**config.mk**
```make
export PLATFORM = sky130hd
export DESIGN_NAME = uart_tx_scheduler
export DESIGN_NICKNAME = d
export VERILOG_FILES = /design/src/rtl/uart_pkg.sv /design/src/rtl/rr_arbiter.sv /design/src/rtl/uart_tx_scheduler.sv
export SDC_FILE = /design/constraint.sdc
export NUM_CORES = 1
export LEC_CHECK = 0
export CORE_MARGIN = 2
export CORE_UTILIZATION = 53
export CTS_CLUSTER_DIAMETER = 50
export DETAILED_ROUTE_END_ITERATION = 8
export PLACE_DENSITY = 0.83
export SYNTH_ARGS = -nofsm -noshare
export SYNTH_HDL_FRONTEND = slang
export SYNTH_SLANG_ARGS = --single-unit
export TNS_END_PERCENT = 20
```
**constraint.sdc**
```tcl
create_clock -name clk -period 7.3 [get_ports clk]
set_input_delay 1.46 -clock clk [delete_from_list [all_inputs] [get_ports clk]]
set_output_delay 1.46 -clock clk [all_outputs]
set_load 0.02 [all_outputs]
```
**src/rtl/uart_pkg.sv**
```systemverilog
//------------------------------------------------------------------------------
// uart_pkg: shared types and constants for the UART TX scheduler.  Rev 1.0
//------------------------------------------------------------------------------
`default_nettype none

package uart_pkg;

  typedef enum logic [2:0] {
    IDLE,
    ARMED,
    START,
    DATA,
    PARITY,
    STOP
  } tx_state_t;

  localparam logic UART_IDLE_LEVEL  = 1'b1;
  localparam logic UART_START_LEVEL = 1'b0;

  // Index width that never collapses to zero bits.
  function automatic int clog2_min1(input int n);
    return (n <= 2) ? 1 : $clog2(n);
  endfunction

endpackage

`default_nettype wire

```
**src/rtl/rr_arbiter.sv**
```systemverilog
//------------------------------------------------------------------------------
// rr_arbiter: combinational round-robin pick, searching upward from ptr with wrap.
// Rev 1.0
//------------------------------------------------------------------------------
`default_nettype none

module rr_arbiter
  import uart_pkg::*;
#(
  parameter int NUM_REQ = 4,
  parameter int IDX_W   = clog2_min1(NUM_REQ)
) (
  input  logic [NUM_REQ-1:0] req,
  input  logic [IDX_W-1:0]   ptr,
  output logic [NUM_REQ-1:0] grant,
  output logic [IDX_W-1:0]   grant_idx,
  output logic               any_req
);

  int               cand;
  logic [IDX_W-1:0] cidx;
  logic             found;

  always_comb begin
    grant     = '0;
    grant_idx = '0;
    found     = 1'b0;
    cand      = 0;
    cidx      = '0;
    for (int off = 0; off < NUM_REQ; off++) begin
      cand = int'(ptr) + off;
      if (cand >= NUM_REQ) cand = cand - NUM_REQ;
      cidx = IDX_W'(cand);
      if (!found && req[cidx]) begin
        found       = 1'b1;
        grant[cidx] = 1'b1;
        grant_idx   = cidx;
      end
    end
  end

  assign any_req = |req;

endmodule

`default_nettype wire

```
**src/rtl/uart_tx_scheduler.sv**
```systemverilog
//------------------------------------------------------------------------------
// uart_tx_scheduler: round-robin shared UART TX, 8N1 (8E1 when UART_TX_PARITY_EN).
// Rev 1.0
//------------------------------------------------------------------------------
`default_nettype none

module uart_tx_scheduler
  import uart_pkg::*;
#(
  parameter int NUM_REQ   = 4,
  parameter int DATA_W    = 8,
  parameter int STOP_BITS = 1
) (
  input  logic                              clk,
  input  logic                              rst_n,
  input  logic                              baud_tick,
  input  logic [NUM_REQ-1:0]                req_valid,
  input  logic [NUM_REQ*DATA_W-1:0]         req_data,
  output logic [NUM_REQ-1:0]                req_ready,
  output logic [clog2_min1(NUM_REQ)-1:0]    grant_id,
  output logic                              busy,
  output logic                              tx
);

  localparam int               IDX_W      = clog2_min1(NUM_REQ);
  localparam int               CNT_W      = clog2_min1(DATA_W);
  localparam logic [CNT_W-1:0] LAST_BIT   = CNT_W'(DATA_W - 1);
  localparam logic [IDX_W-1:0] LAST_REQ   = IDX_W'(NUM_REQ - 1);
  localparam logic [1:0]       STOP_LAST  = 2'(STOP_BITS - 1);
  localparam logic             MULTI_STOP = (STOP_BITS > 1);

  tx_state_t          state, next_state;
  logic [IDX_W-1:0]   rr_ptr, arb_idx;
  logic [NUM_REQ-1:0] arb_grant;
  logic               arb_any;
  logic               accept;
  logic [DATA_W-1:0]  sel_data, shreg;
  logic [CNT_W-1:0]   bit_cnt;
  logic [1:0]         stop_cnt;
`ifdef UART_TX_PARITY_EN
  logic               parity_bit;
`endif

  rr_arbiter #(.NUM_REQ(NUM_REQ)) u_arb (
    .req       (req_valid),
    .ptr       (rr_ptr),
    .grant     (arb_grant),
    .grant_idx (arb_idx),
    .any_req   (arb_any)
  );

  always_comb begin
    sel_data = '0;
    for (int i = 0; i < NUM_REQ; i++) begin
      if (arb_idx == IDX_W'(i)) sel_data = req_data[i*DATA_W +: DATA_W];
    end
  end

  always_ff @(posedge clk or negedge rst_n) begin
    if (!rst_n) state <= IDLE;
    else        state <= next_state;
  end

  // With a single stop bit the tick that begins it also ends the frame.
  always_comb begin
    next_state = state;
    accept     = 1'b0;
    req_ready  = '0;
    unique case (state)
      IDLE: begin
        if (arb_any) begin
          accept     = 1'b1;
          req_ready  = arb_grant;
          next_state = ARMED;
        end
      end
      ARMED: if (baud_tick) next_state = START;
      START: if (baud_tick) next_state = DATA;
      DATA: begin
        if (baud_tick && bit_cnt == LAST_BIT) begin
`ifdef UART_TX_PARITY_EN
          next_state = PARITY;
`else
          next_state = MULTI_STOP ? STOP : IDLE;
`endif
        end
      end
`ifdef UART_TX_PARITY_EN
      PARITY: if (baud_tick) next_state = MULTI_STOP ? STOP : IDLE;
`endif
      STOP: if (baud_tick && stop_cnt == STOP_LAST) next_state = IDLE;
      default: next_state = IDLE;
    endcase
  end

  always_ff @(posedge clk or negedge rst_n) begin
    if (!rst_n) begin
      tx         <= UART_IDLE_LEVEL;
      busy       <= 1'b0;
      grant_id   <= '0;
      rr_ptr     <= '0;
      shreg      <= '0;
      bit_cnt    <= '0;
      stop_cnt   <= '0;
`ifdef UART_TX_PARITY_EN
      parity_bit <= 1'b0;
`endif
    end else begin
      busy <= (next_state != IDLE);
      if (accept) begin
        shreg      <= sel_data;
        grant_id   <= arb_idx;
        rr_ptr     <= (arb_idx == LAST_REQ) ? '0 : arb_idx + 1'b1;
`ifdef UART_TX_PARITY_EN
        parity_bit <= ^sel_data;
`endif
      end
      // A tick seen in the accept cycle lands in IDLE and is ignored.
      if (baud_tick) begin
        case (state)
          ARMED: tx <= UART_START_LEVEL;
          START: begin
            tx      <= shreg[0];
            shreg   <= shreg >> 1;
            bit_cnt <= '0;
          end
          DATA: begin
            if (bit_cnt == LAST_BIT) begin
`ifdef UART_TX_PARITY_EN
              tx       <= parity_bit;
`else
              tx       <= UART_IDLE_LEVEL;
              stop_cnt <= 2'd1;
`endif
            end else begin
              tx      <= shreg[0];
              shreg   <= shreg >> 1;
              bit_cnt <= bit_cnt + 1'b1;
            end
          end
`ifdef UART_TX_PARITY_EN
          PARITY: begin
            tx       <= UART_IDLE_LEVEL;
            stop_cnt <= 2'd1;
          end
`endif
          STOP:    stop_cnt <= stop_cnt + 1'b1;
          default: ;
        endcase
      end
    end
  end

endmodule

`default_nettype wire

```
==> reports/results.ini <==
[status]
status=finished clean

[cells_and_area]
utilization_pct=70.1
area_growth_pct=27.0
fill_cells=280
final_cells=286
nNetsFinal=295
layout-drive-gt1-share_pct=7.92
antenna_cells=0
seqCellArea_sq_um=552
multi_input_area_sq_um=1200

[logic_synthesis]
synth_warnings=0
syn_avg_cell_area_sq_um=9.07
synthTopCellsByArea=dfrtp_1, ha_1, nand2_1
postSynthCellCount=203
ys.flop_type=dfrtp_1
netlist_area_sq_um=1840
ys_seq_area_share_pct=30.0
synth_most_common_cell=nand2_1
synthArstFlopShare_pct=100
synth_top_area_cell=dfrtp_1
synth.distinct_cells=48
synth_edf_count=0
synth_commonest_cells=nand2_1, dfrtp_1, o21ai_0, ha_1, a221oi_1
syn_nets=257
synth_top_area_share_pct=28.5
ys_seq_elements=22

[routing]
routed-via-count=1715
drt_iter0_markers=74
vias_per_cell=6.00
postRouteAntennaNets=0
drt_pass1_iterations=4
wire_per_inst_um=14.8
wl_mm=4.24
drcViolationCount=0

[clocking]
cts_tree=built
h-tree-depth=1
cts_setup_buffers=0
cts-root-buf=clkbuf_4
clockBufferDepth=2
hold_buffers=0
clock_latency_ns=0.31
cts_resized=0
cts_inserted_buffers=3
clock_sinks=22
path_clk_slew_ns=0.11

[sta]
timing_hold_violations_final=0
worst_pin_slew_ns=0.983
setup_tns_ns=0
skew_ns=0.00533
relSlewSlack_pct=34.3
rsz0062_at_grt=false
period_share_pct=74.5
hold_slack_ns=0.485
final_max_slew_viol_count=0
final-setup-viol-count=0
fin_crit_ns=5.44
clock.fmax_ghz=0.184

[floorplan]
num_rows=21
dieHeight_um=63.0
core_sq_um=3340
die-area_sq_um=3960
die_x_um=63.0
initial_core_util_pct=55.2
ios=47

[worst_setup_path]
endpoint_kind=output port
cp.required_ns=5.84
crit_path_start_kind=input port
crit_type=in2out
crit_arrival_ns=3.98
path_max_fanout=9

[placement]
post-place-cells=282
port_buffers=46
globalplace.congestion=0.831
hpwl_mm=3.14

[grt]
antenna_found_initial=0
grt_max_degree=27
gr-total-overflow=0
track_usage_pct=23.2
grt_pass1_vias=1638
grt_pass1_wl_mm=7.52

[job]
drv_cap=0

[power_and_ir_drop]
power_density_nw_per_um2=249
p_total_w=0.000582
peakVddDrop_mv=0.138
power_leakage_nw=0.952

[min_path]
hp-class=reg2reg

==> layer usage <==
layer	up-vias	routed length, um	track usage, %	part of all wire, %
li1	841	-	-	-
met1	815	1980	33.0	47
met2	52	2020	36.4	48
met3	7	175	1.62	4.1
met4	0	67	9.44	1.6
met5	-	0	0	0
==> layout make-up <==
type                       instances  area share, %
tap                               46           2.46
timing repair buffer              47           20.0
clock buffer                       4           1.12
sequential                        22           23.6
multi-input combinational        159           51.5
inverter                           8           1.28
==> worst paths after layout <==
check | startpoint | slack, ns | to | depth (start not counted)
worst max register to register | rr_ptr[0]$_DFFE_PN0P_ | 3.13 | shreg[2]$_DFF_PN0_ | 11
worst min register to register | shreg[4]$_DFF_PN0_ | 0.48 | shreg[3]$_DFF_PN0_ | 2
min in group asynchronous | rst_n | 1.68 | bit_cnt[2]$_DFFE_PN0P_ | 1
worst max-delay path | req_valid[2] | 1.86 | req_ready[1] | 6
max in group asynchronous | rst_n | 5.03 | shreg[3]$_DFF_PN0_ | 1
worst min-delay path | shreg[4]$_DFF_PN0_ | 0.48 | shreg[3]$_DFF_PN0_ | 2
==> cell usage in the layout (no fill, tap or decap), drive strengths merged, types with 3 or more instances in the layout <==
cell type and count:
a21o 3, a21oi 10, a221oi 12, clkbuf 4
clkdlybuf4s50 46, dfrtp 21, ha 15, inv 8
mux4 4, nand2 28, nand2b 6, nand3 3
nand3b 3, nor2 5, nor2b 9, nor4 4
o21ai 22, o2bb2ai 4, o311a 6
==> cell families after synthesis <==
| group | count (synthesis) | share of synthesized area, % |
|---|---|---|
| flip-flops | 22 | 30.0 |
| buffers and inverters | 22 | 5.09 |
| AND/OR/NAND/NOR | 68 | 21.8 |
| AO/OA/AOI/OAI | 71 | 27.4 |
| adder cells (fa/ha/maj) | 15 | 10.2 |
| multiplexers | 5 | 5.50 |
==> sequential cells by signal, summed over array words and instances (netlist names) <==
signal	flops
tx	1
shreg	8
busy	1
rr_ptr	2
stop_cnt	2
state	3
grant_id	2
bit_cnt	3
==> metrics by stage <==
step	setup WS, ns	area (sq um)
2_1_floorplan	2.95	1840
3_3_place_gp	1.94	2310
3_5_place_dp	1.87	2310
4_1_cts	1.86	2340
5_1_grt	1.71	2340
6_report	1.86	2340
==> power by group <==
part / internal (W) / switching [W]
logic: 0.000155 / 0.000182
registers: 0.000152 / 0.0000359
clock network: 0.0000214 / 0.0000369
==> critical path, cell delays in order <==
cell and delay (ns):
clkdlybuf4s50_1 0.55, mux4_2 0.57, nand2b_4 0.19, nor4_4 0.39, o2bb2ai_1 0.18, clkdlybuf4s50_1 0.64
Power figures use the tool's default switching activity.
==> edit 1, RTL diff (same flow settings) <==
The option `UART_TX_PARITY_EN` is turned on by a define.
--- a/src/rtl/uart_tx_scheduler.sv
+++ b/src/rtl/uart_tx_scheduler.sv
@@ -3,6 +3,8 @@
 // Rev 1.0
 //------------------------------------------------------------------------------
 `default_nettype none
+
+`define UART_TX_PARITY_EN
 
 module uart_tx_scheduler
   import uart_pkg::*;
Check against the original RTL: same outputs for any inputs over 10 cycles, from zero or initial values and one cycle with rst_n low; that may be too few to reach the edited logic, so the function may still have changed.
==> edit 1 against the unedited design <==
- setup slack better by 0.11 ns
- critical path depth is 2 higher
- sequential cell count is 1 higher
- largest cell class unchanged
- sequential share of layout area is 1.7 points lower
- routed wire length is 11% higher
- synthesized cell count is 25% higher
- area after synthesis is 18% higher
- highest routed layer unchanged
- fmax is 2.1% higher
- global-route usage is 1.6 points lower
- non-clock buffer count is 1 lower
- final area is 13% higher
Power is not compared: it rests on default switching activity, and its combinational part moved more than twofold at a synthesized area within 25%.
==> edit 1: results (changes against the unedited design) <==
# Post-CTS Setup Buffers = 0 (unchanged)
Hold Startpoint = grant_id[0] (was shreg[4])
Syn Nets = 308 (was 257)
Post-CTS Resized = 0 (unchanged)
Slew headroom = 0.316 (was 0.343)
Finished Layout Cells = 335 (was 286)
Synthesis Warnings = 0 (unchanged)
Ant. Diodes = 0 (unchanged)
CTS H-Tree Depth = 1 (unchanged)
Type of the most critical hold path = register to register (unchanged)
Clock-pin transition on the worst setup and hold timing paths = 0.09 ns (was 0.11 ns)
Top cells by area, synth = dfrtp_1 (25%), ha_1 (8.6%), a21oi_1 (6.4%), nand2_1 (4.8%), o21ai_0 (3.7%) (was dfrtp_1 (29%), ha_1 (10%), nand2_1 (5.7%), o21ai_0 (5.7%), a221oi_1 (5.2%))
Final Wtd Congestion = 0.868 (was 0.831)
Reg2reg setup slack = 2.67 ns (was 3.13 ns)
Placed cell count = 331 (was 282)
Drt pass-1 iters = 5 (was 4)
# fillers = 331 (was 280)
Largest net degree at the start of global routing = 30 (was 27)
FF-to-FF path depth = 12 (was 11)
Proportion of synthesized area in mux cells = 0.0293 (was 0.0550)
Leakage = 1.03 nW
Clk buf depth = 2 (unchanged)
First-pass GRT wire length = 7.72 mm (was 7.52 mm)
Critical-path maximum fanout = 12 (was 9)
Hold slack = 0.489 ns (was 0.485 ns)
Synth Area in Compound Gates = 0.304 (was 0.274)
Drt total wl = 4.72 mm (was 4.24 mm)
DRT iter0 DRCs = 115 (was 74)
Vias in the first global route = 1806 (was 1638)
Vias = 2019 (was 1715)
Commonest cells post-synth = a21oi_1 (28), nand2_1 (28), dfrtp_1 (22) (was nand2_1 (28), dfrtp_1 (21), o21ai_0 (21))
Later-pin clock latency in the skew report = 0.27 ns (was 0.31 ns)
Synth cell types = 59 (was 48)
WHS Endpoint = grant_id[0] (was shreg[3])
Inserted Clock Buffers = 3 (unchanged)
Multi-input gate area = 0.00146 mm^2 (was 0.00120 mm^2)
Skew final = 0.00554 ns (was 0.00533 ns)
Status = finished, final reports clean (unchanged)
Placement-stage cell area = 0.00259 mm^2 (was 0.00231 mm^2)
Ys async rst share = 1.00 (unchanged)
# port buffers = 46 (unchanged)
Max Freq = 0.188 GHz (was 0.184 GHz)
Total GRT Usage = 0.216 (was 0.232)
Reg2reg start = rr_ptr[0] (unchanged)
Top Registers = shreg x8, bit_cnt x3, state x3 (unchanged)
Adder-cell share of the synthesized area = 0.0863 (was 0.102)
Worst R2R End = parity_bit (was shreg[2])
Initial antenna violation count = 0 (unchanged)
Dpl ws = 2.00 ns (was 1.87 ns)
Clk Tree Root Cell = clkbuf_8 (was clkbuf_4)
Share of layout cells above drive strength 1 = 0.0842 (was 0.0792)
Hold path cells = 2 (unchanged)
Sequential fraction of the synthesis area = 0.265 (was 0.300)
Worst VDD drop = 0.221 mV
WP data arrival = 3.87 ns (was 3.98 ns)
Synth Area in XOR/XNOR = 0.0144 (was 0)
DP Wirelength = 3.62 mm (was 3.14 mm)
Mapped Cells = 254 (was 203)
## edit 1: changes by cell type after synthesis, moves of 5 or more
cell / unedited run / this run
a21oi_1: 10 / 28
nor2_1: 5 / 16
a221oi_1: 11 / 2
nor3_1: 1 / 7
o311a_1: 6 / 0
buf_2: 3 / 8
nor3b_1: 0 / 5
o21ai_0: 21 / 16
## edit 1: how the worst max path moves through the flow
stage / startpoint / to / depth (start not counted)
floorplan: req_valid[3] / req_ready[1] / 5
global placement: req_valid[0] / req_ready[1] / 7
detailed placement: req_valid[0] / req_ready[2] / 7
CTS: req_valid[3] / req_ready[3] / 8
global route: req_valid[3] / req_ready[0] / 8
finish: req_valid[3] / req_ready[3] / 8
## edit 1: final cells by class
| cell class | count | area share |
|---|---|---|
| inverters | 9 | 0.0128 |
| flip-flops and latches | 23 | 0.218 |
| clock inverters | 1 | 0.00190 |
| repair buffers | 46 | 0.174 |
| multi-input cells | 203 | 0.553 |
| well taps | 50 | 0.0237 |
| clock buffers | 3 | 0.0156 |
## edit 1: worst max-delay path, cell delays in order
cell and delay [ns]:
clkdlybuf4s50_1 0.61, mux2i_1 0.23, nor2_1 0.08, or2_2 0.35
nor2b_1 0.26, a222oi_1 0.13, a21oi_1 0.14, clkdlybuf4s50_1 0.61
## edit 1: report_power, final
group	leakage, nW	switching, W	total (W)	internal, W
clock network	0.0255	0.0000427	0.0000809	0.0000382
registers	0.265	0.0000525	0.000227	0.000175
logic	0.739	0.000411	0.000808	0.000397
total	1.03	0.000506	0.00112	0.000610
## edit 1: layer usage
metal,GRT usage,share of wire,vias to the layer above
li1,-,-,1017
met1,0.262,0.44,966
met2,0.400,0.53,32
met3,0.0345,0.025,4
met4,0.0425,0.0059,0
met5,0,0,-
==> edit 2, RTL diff (config.mk and constraints unchanged) <==
Without the edit above. Encoding of `tx_state_t`: now one-hot (6 bits for 6 states).
--- a/src/rtl/uart_pkg.sv
+++ b/src/rtl/uart_pkg.sv
@@ -5,13 +5,13 @@
 
 package uart_pkg;
 
-  typedef enum logic [2:0] {
-    IDLE,
-    ARMED,
-    START,
-    DATA,
-    PARITY,
-    STOP
+  typedef enum logic [5:0] {
+    IDLE   = 6'b000001,
+    ARMED  = 6'b000010,
+    START  = 6'b000100,
+    DATA   = 6'b001000,
+    PARITY = 6'b010000,
+    STOP   = 6'b100000
   } tx_state_t;
 
   localparam logic UART_IDLE_LEVEL  = 1'b1;
Behaviour: no difference found for any inputs over 10 cycles, from zero or initial values and one cycle with rst_n low; not proved beyond that.
==> edit 2 against the unedited design <==
- setup slack worse by 0.33 ns
- combinational power rose by 38%
- final cell count grew 10%
- global-route usage fell by 1.7 points
- largest power group unchanged
- routed wire length increased by 1.4%
- core utilization fell by 0.94 points
- area after synthesis grew 9.9%
- sequential cell count up 3
- final area up 8.2%
- worst hold slack improved by 0.0026 ns
- critical endpoint is now req_ready[3]
- power grew 33%
==> edit 2: results (changes against the unedited design) <==
Status = finished, final reports clean (unchanged)
Top Registers = shreg x8, state x6, bit_cnt x3 (was shreg x8, bit_cnt x3, state x3)
#FFs+latches synth = 25 (was 22)
Fin util = 0.691 (was 0.701)
Drt total wl = 4.30 mm (was 4.24 mm)
ClkCell Share = 0.0193 (was 0.0112)
Skew final = 0.00874 ns (was 0.00533 ns)
Slowest CP cell = or4_4 (was clkdlybuf4s50_1)
Placed cell count = 312 (was 282)
Sequential fraction of the synthesis area = 0.310 (was 0.300)
Synth cell types = 55 (was 48)
Adder-cell share of the synthesized area = 0.0928 (was 0.102)
Ys async rst share = 1.00 (unchanged)
Met3 wire length = 235 um (was 175 um)
Sw frac = 0.445 (was 0.437)
WP data arrival = 4.31 ns (was 3.98 ns)
Leakage = 1.06 nW (was 0.952 nW)
Inverters = 18 (was 8)
Routed length on met1 = 2.06 mm (was 1.98 mm)
Clock network power share = 0.110 (was 0.100)
Non-Filler Cell Area, Final = 0.00253 mm^2 (was 0.00234 mm^2)
Critical-path maximum fanout = 27 (was 9)
Final Wtd Congestion = 0.789 (was 0.831)
Register area = 628 um^2 (was 552 um^2)
Commonest cells post-synth = nand2_1 (25), dfrtp_1 (23), a21oi_1 (20) (was nand2_1 (28), dfrtp_1 (21), o21ai_0 (21))
Proportion of synthesized area in mux cells = 0.0588 (was 0.0550)
DRT iter0 DRCs = 96 (was 74)
Share of layout cells above drive strength 1 = 0.0597 (was 0.0792)
# fillers = 299 (was 280)
Synth Area per Inst = 8.76 um^2 (was 9.07 um^2)
Multi-input gate area = 0.00126 mm^2 (was 0.00120 mm^2)
Detail Route met2 WL = 1.98 mm (was 2.02 mm)
Largest net degree at the start of global routing = 28 (was 27)
Clk Tree Root Cell = clkbuf_8 (was clkbuf_4)
Total GRT Usage = 0.215 (was 0.232)
Dpl ws = 1.56 ns (was 1.87 ns)
Seq pwr share = 0.287 (was 0.323)
Hold slack = 0.487 ns (was 0.485 ns)
Synth Area in Compound Gates = 0.252 (was 0.274)
Finished Layout Cells = 316 (was 286)
First-pass GRT wire length = 7.51 mm (was 7.52 mm)
Syn Nets = 285 (was 257)
Tot Pwr = 0.000772 W (was 0.000582 W)
Top cells by area, synth = dfrtp_1 (28%), ha_1 (9.3%), a21oi_1 (4.9%), nand2_1 (4.6%), nand3b_1 (3.7%) (was dfrtp_1 (29%), ha_1 (10%), nand2_1 (5.7%), o21ai_0 (5.7%), a221oi_1 (5.2%))
Worst VDD drop = 0.168 mV (was 0.138 mV)
Reg2reg setup slack = 3.27 ns (was 3.13 ns)
Vias = 1826 (was 1715)
Vias in the first global route = 1707 (was 1638)
Post-route clock period utilization = 0.790 (was 0.745)
DP Wirelength = 3.21 mm (was 3.14 mm)
Post-CTS Resized = 0 (unchanged)
Final-layout non-clock buffer area share = 0.185 (was 0.200)
Slew headroom = 0.537 (was 0.343)
Multi-input gates = 174 (was 159)
# clk buffers = 3 (was 4)
Non-clock buffer count = 47 (unchanged)
Placement-stage cell area = 0.00248 mm^2 (was 0.00231 mm^2)
Later-pin clock latency in the skew report = 0.27 ns (was 0.31 ns)
## edit 2: changes by cell type in the layout (fill, tap and decap cells not counted), moves of 5 or more
cell      change
a311oi_1      +8
a221oi_1     -10
a21oi_1      +10
nor2b_1       -7
o22ai_1       +7
o311a_1       -5
o21ai_0      -16
nand3b_1      +7
o21ai_1       +8
inv_1        +10
## edit 2: path summary, 6_finish.rpt
check | start | end | cells after the start
worst max-delay path | req_valid[1] | req_ready[3] | 7
worst min-delay path | shreg[1] | shreg[0] | 2
worst max register to register | rr_ptr[0] | shreg[6] | 11
worst min register to register | shreg[1] | shreg[0] | 2
max in group asynchronous | rst_n | state[0] | 2
min in group asynchronous | rst_n | bit_cnt[0] | 2
## edit 2: routing by layer
metal,vias to the layer above,GRT usage
met1,846,0.298
li1,922,-
met3,4,0.0477
met2,54,0.357
met4,0,0.0156
met5,-,0
